**config.mk**
```make
export PLATFORM = sky130hd
export DESIGN_NAME = fetch_unit
export DESIGN_NICKNAME = d
export VERILOG_FILES = /design/src/rtl/fetch_unit.sv
export SDC_FILE = /design/constraint.sdc
export NUM_CORES = 1
export LEC_CHECK = 0
export ABC_AREA = 1
export ABC_CLOCK_PERIOD_IN_PS = 4150
export BUFFER_PORTS_ARGS = -buffer_cell sky130_fd_sc_hd__buf_4
export CORE_MARGIN = 2
export CORE_UTILIZATION = 50
export CTS_CLUSTER_SIZE = 12
export DETAILED_ROUTE_END_ITERATION = 8
export HOLD_SLACK_MARGIN = 0.15
export PLACE_DENSITY = 0.75
export SLEW_MARGIN = 10
export SYNTH_ARGS = -nofsm -noshare
export SYNTH_HDL_FRONTEND = slang
export SYNTH_SLANG_ARGS = --single-unit
```
**constraint.sdc**
```tcl
create_clock -name clk -period 4.15 [get_ports clk]
set_clock_uncertainty 0.1 [all_clocks]
set_input_delay 0 -clock clk [delete_from_list [all_inputs] [get_ports clk]]
set_output_delay 0 -clock clk [all_outputs]
set_load 0.02 [all_outputs]
```
**src/rtl/fetch_unit.sv**
```systemverilog
// Fetch stage: owns PCF, issues one outstanding imem request, queues up to two returned instructions for decode.
// A response is visible to decode the cycle after it returns; a request is withheld unless a queue slot is guaranteed.
module fetch_unit #(
  parameter int                         ADDRESS_WIDTH = 8,
  parameter int                         DATA_WIDTH    = 32,
  parameter logic [ADDRESS_WIDTH-1:0]   RESET_PC      = '0
) (
  input  logic                     clk,
  input  logic                     rst,
  output logic                     imem_req,
  output logic [ADDRESS_WIDTH-1:0] imem_addr,
  input  logic                     imem_rvalid,
  input  logic [DATA_WIDTH-1:0]    imem_rdata,
  input  logic                     PCSrcE,
  input  logic [ADDRESS_WIDTH-1:0] PCTargetE,
  input  logic                     StallD,
  input  logic                     FlushD,
  output logic [DATA_WIDTH-1:0]    instrD,
  output logic [ADDRESS_WIDTH-1:0] PCD,
  output logic [ADDRESS_WIDTH-1:0] PCPlus4D,
  output logic                     ValidD
);

  localparam logic [DATA_WIDTH-1:0]    NOP     = DATA_WIDTH'(32'h00000013);
  localparam logic [ADDRESS_WIDTH-1:0] PC_STEP = ADDRESS_WIDTH'(4);

  typedef enum logic [1:0] {IDLE, WAIT, DROP} state_t;

  typedef struct packed {
    logic [DATA_WIDTH-1:0]    instr;
    logic [ADDRESS_WIDTH-1:0] pc;
    logic [ADDRESS_WIDTH-1:0] pc_plus4;
  } entry_t;

  state_t                     state_q, state_d;
  logic [ADDRESS_WIDTH-1:0]   pcf_q, pcf_d;
  logic [ADDRESS_WIDTH-1:0]   pc_pend_q, pc_pend_d;
  entry_t                     head_q, head_d;
  entry_t                     tail_q, tail_d;
  logic [1:0]                 count_q, count_d;

  logic                       push;
  logic                       pop;
  logic                       issue;
  logic [2:0]                 occ_post;
  entry_t                     new_entry;

  always_comb begin
    new_entry.instr    = imem_rdata;
    new_entry.pc       = pc_pend_q;
    new_entry.pc_plus4 = pc_pend_q + PC_STEP;

    push     = (state_q == WAIT) && imem_rvalid && !PCSrcE;
    pop      = (count_q != 2'd0) && !StallD && !PCSrcE && !FlushD;
    occ_post = {1'b0, count_q} + {2'b00, push} - {2'b00, pop};
    // Only issue when the response is certain to find a free slot.
    issue    = !PCSrcE
             && ((state_q == IDLE) || ((state_q == WAIT) && imem_rvalid))
             && (occ_post <= 3'd1);

    state_d = state_q;
    unique case (state_q)
      IDLE: if (issue) state_d = WAIT;
      WAIT: begin
        if (imem_rvalid)  state_d = issue ? WAIT : IDLE;
        else if (PCSrcE)  state_d = DROP;
      end
      DROP: if (imem_rvalid) state_d = IDLE;
      default: state_d = IDLE;
    endcase

    pcf_d     = PCSrcE ? PCTargetE : (issue ? pcf_q + PC_STEP : pcf_q);
    pc_pend_d = issue ? pcf_q : pc_pend_q;

    head_d  = head_q;
    tail_d  = tail_q;
    count_d = count_q;
    if (PCSrcE || FlushD) begin
      count_d = 2'd0;
    end else begin
      count_d = occ_post[1:0];
      if (pop && (count_q == 2'd2)) head_d = tail_q;
      if (push) begin
        if ((count_q == 2'd0) || (pop && (count_q == 2'd1))) head_d = new_entry;
        else                                                  tail_d = new_entry;
      end
    end
  end

  always_ff @(posedge clk or negedge rst) begin
    if (!rst) begin
      state_q   <= IDLE;
      pcf_q     <= RESET_PC;
      pc_pend_q <= RESET_PC;
      head_q    <= '0;
      tail_q    <= '0;
      count_q   <= 2'd0;
    end else begin
      state_q   <= state_d;
      pcf_q     <= pcf_d;
      pc_pend_q <= pc_pend_d;
      head_q    <= head_d;
      tail_q    <= tail_d;
      count_q   <= count_d;
    end
  end

  // Gated by reset so nothing is requested while the block is held in reset.
  assign imem_req  = issue && rst;
  assign imem_addr = pcf_q;
  assign ValidD    = (count_q != 2'd0);
  assign instrD    = ValidD ? head_q.instr : NOP;
  assign PCD       = head_q.pc;
  assign PCPlus4D  = head_q.pc_plus4;

endmodule
```
==> results.sh <==
export IMPL_cts_tree="built"
export IMPL_fin_nets=1056
export IMPL_ys_seq_elements=114
export IMPL_final_cell_mix="nand2_1 (332), buf_4 (115), dfrtp_1 (114), inv_1 (88), nor2_1 (81)"
export IMPL_endpoint_kind="flip-flop"
export IMPL_dp_hpwl_mm=9.07
export IMPL_ys_seq_area_share_pct=46.2
export IMPL_cts_resized=0
export IMPL_power_switching_mw=1.11
export IMPL_netSwitchingFraction_pct=30.0
export IMPL_synth_fp_nets=924
export IMPL_fmax_mhz=259
export IMPL_worstPathMaxFanout=10
export IMPL_via_per_inst=4.98
export IMPL_rrSetupSlack_ns=0.29
export IMPL_drive_gt1_share_pct=16.0
export IMPL_diodes=0
export IMPL_ios=104
export IMPL_grt_max_degree=92
export IMPL_dieWidth_um=115
export IMPL_insertion_delay_ns=0.40
export IMPL_antenna_found_initial=0
export IMPL_gr_total_overflow=0
export IMPL_num_rows=40
export IMPL_hp_class="in -> async"
export IMPL_netlist_instances=873
export IMPL_crit_start="state_q[1]"
export IMPL_die_h_um=115
export IMPL_ir_worst_vdd_uv=253
export IMPL_numCtsBuffers=17
export IMPL_p_per_area_nw_per_um2=456
export IMPL_cts_max_path_buffers=2
export IMPL_postRouteAntennaNets=0
export IMPL_grt_pass1_wl_mm=26.4
export IMPL_rsz0062_at_grt="false"
export IMPL_finalSetupViolCount=0
export IMPL_drtIter0Drc=449
export IMPL_synth_avg_cell_area_sq_um=7.08
export IMPL_core_sq_um=12100
export IMPL_worstMarginPinSlew_ns=0.895
export IMPL_synth_area_sq_um=6180
export IMPL_relSlewSlack_pct=40.3
export IMPL_pwr_share_comb_pct=22.4
export IMPL_cap_violations=0
export IMPL_yosysWarnings=0
export IMPL_grt_use_total_pct=25.1
export IMPL_clockPowerShare_pct=38.1
export IMPL_wl_per_cell_um=13.6
export IMPL_die_area_sq_um=13300
export IMPL_timing_rr_start="state_q[1]"
export IMPL_layout_commonest_cell="nand2_1"
export IMPL_vias=5896
export IMPL_post_route_period_util_pct=92.9
export IMPL_period_needed_ns=3.86
export IMPL_drt_pass1_iter_count=5
export IMPL_place_congestion=0.777
export IMPL_syn2layout_area_growth_pct=31.2
export IMPL_fin_util_pct=67.2
export IMPL_hold_viol_final=0
export IMPL_arrival_ns=4.09
export IMPL_internal_power_mw=2.59
export IMPL_cts_num_sinks=114
export IMPL_seq_power_share_pct=39.5
export IMPL_leakage_nw=4.17
export IMPL_wl_mm=16.1
export IMPL_cts_clk_slew_worst_paths_ns=0.05
export IMPL_crit_type="reg -> reg"
export IMPL_cp_start_kind="flip-flop"
export IMPL_grt_pass1_vias=5517
export IMPL_status="finished, final reports clean"
export IMPL_cts_htree_levels=4
export IMPL_io_buffers=103
export IMPL_drc=0
export IMPL_initial_core_util_pct=51.2
export IMPL_root_buffer="clkbuf_16"
export IMPL_setup_tns_ns=0
export IMPL_required_ns=4.38
export IMPL_synth_distinct_cells=30
export IMPL_fillers=1041
export IMPL_drv_slew=0
## sequential cells by signal (all words and copies together), names as in the netlist
register / cells
tail_q: 46
head_q: 32
PCD: 8
PCPlus4D: 8
imem_addr: 8
pc_pend_q: 8
count_q: 2
state_q: 2
## power groups by stage
stage / sequential (mW) / clock, mW / combinational [mW]
after floorplan: 1.44 / 0 / 0.569
after global placement: 1.47 / 0 / 0.747
after detailed placement: 1.47 / 0 / 0.763
after CTS: 1.46 / 1.42 / 0.826
after global routing: 1.48 / 1.48 / 0.936
final: 1.46 / 1.41 / 0.829
## path summary, 6_finish.rpt
kind,end,depth (start not counted)
max,imem_addr[3],15
min,tail_q[45],3
max reg2reg,imem_addr[3],15
min reg2reg,tail_q[22],2
max in group asynchronous,pc_pend_q[2],3
min in group clk,imem_addr[4],4
## cell type report
class,instances,area [sq um],area share [%]
tap,168,210,2.59
multi-input combinational,605,2670,32.9
clock buffer,27,533,6.57
clock inverter,4,45.0,0.555
inverter,93,349,4.30
timing repair buffer,174,1450,17.9
sequential,114,2850,35.2
## what timing repair did
item / in CTS / in global routing
buffers inserted: 0 / 3
hold endpoints to repair: 197 / 0
hold buffers: 59 / 0
setup endpoints to repair: 0 / 1
## metrics by stage
stage          instances  hold slack, ns  power, mW  worst slack [ns]  cell area [sq um]
3_3_place_gp        1092          -0.207       2.21              1.25               6920
2_1_floorplan        873          -0.396       2.01              1.20               6180
5_1_grt             1185           0.264       3.90             0.105               8110
6_report            1185           0.213       3.70             0.294               8110
3_5_place_dp        1092          -0.204       2.23              1.19               6920
4_1_cts             1182           0.239       3.70             0.289               8090
## cells by family after synthesis
| kind of cell | share of synthesized area [%] |
|---|---|
| AO/OA/AOI/OAI | 8.99 |
| XOR/XNOR | 0.425 |
| adder cells (fa/ha/maj) | 1.13 |
| buffers and inverters | 10.9 |
| flip-flops | 46.2 |
| AND/OR/NAND/NOR | 32.4 |
## synthesized netlist by cell type, drive strengths merged
| library cell | n | area share (%) |
|---|---|---|
| clkbuf | 16 | 0.97 |
| o41ai | 1 | 0.14 |
| ha | 4 | 0.81 |
| a22oi | 3 | 0.36 |
| o21bai | 1 | 0.12 |
| fa | 1 | 0.32 |
| nand3 | 57 | 4.7 |
| a21oi | 3 | 0.43 |
| buf | 45 | 4.3 |
| o21ai | 98 | 7.9 |
| nor2 | 86 | 5.6 |
| nand4 | 9 | 1.2 |
| nor3 | 1 | 0.081 |
| or2 | 4 | 0.41 |
| xnor2 | 1 | 0.14 |
| nand2 | 334 | 20 |
| xor2 | 2 | 0.28 |
| dfrtp | 114 | 46 |
| inv | 93 | 5.7 |
## critical path: stages (launching register included)
cell           delay (ns)
dfrtp_1              0.42
nor2_2               0.22
nand3_2              0.15
ha_1                 0.31
inv_1                0.07
ha_1                 0.13
inv_1                0.04
fa_1                 0.50
nand2_1              0.06
a21oi_1              0.11
nand2_1              0.10
nor2_4               0.25
a22oi_1              0.11
dlygate4sd3_1        0.58
nand2_1              0.06
dlygate4sd3_1        0.56
## metal layers
metal / GRT usage (%) / routed length (um) / vias to the layer above
li1: - / - / 2958
met4: 7.87 / 256 / 0
met3: 4.53 / 765 / 23
met1: 34.6 / 7400 / 2748
met2: 40.5 / 7650 / 167
met5: 0 / 0 / -
(Power assumes the default switching activity.)
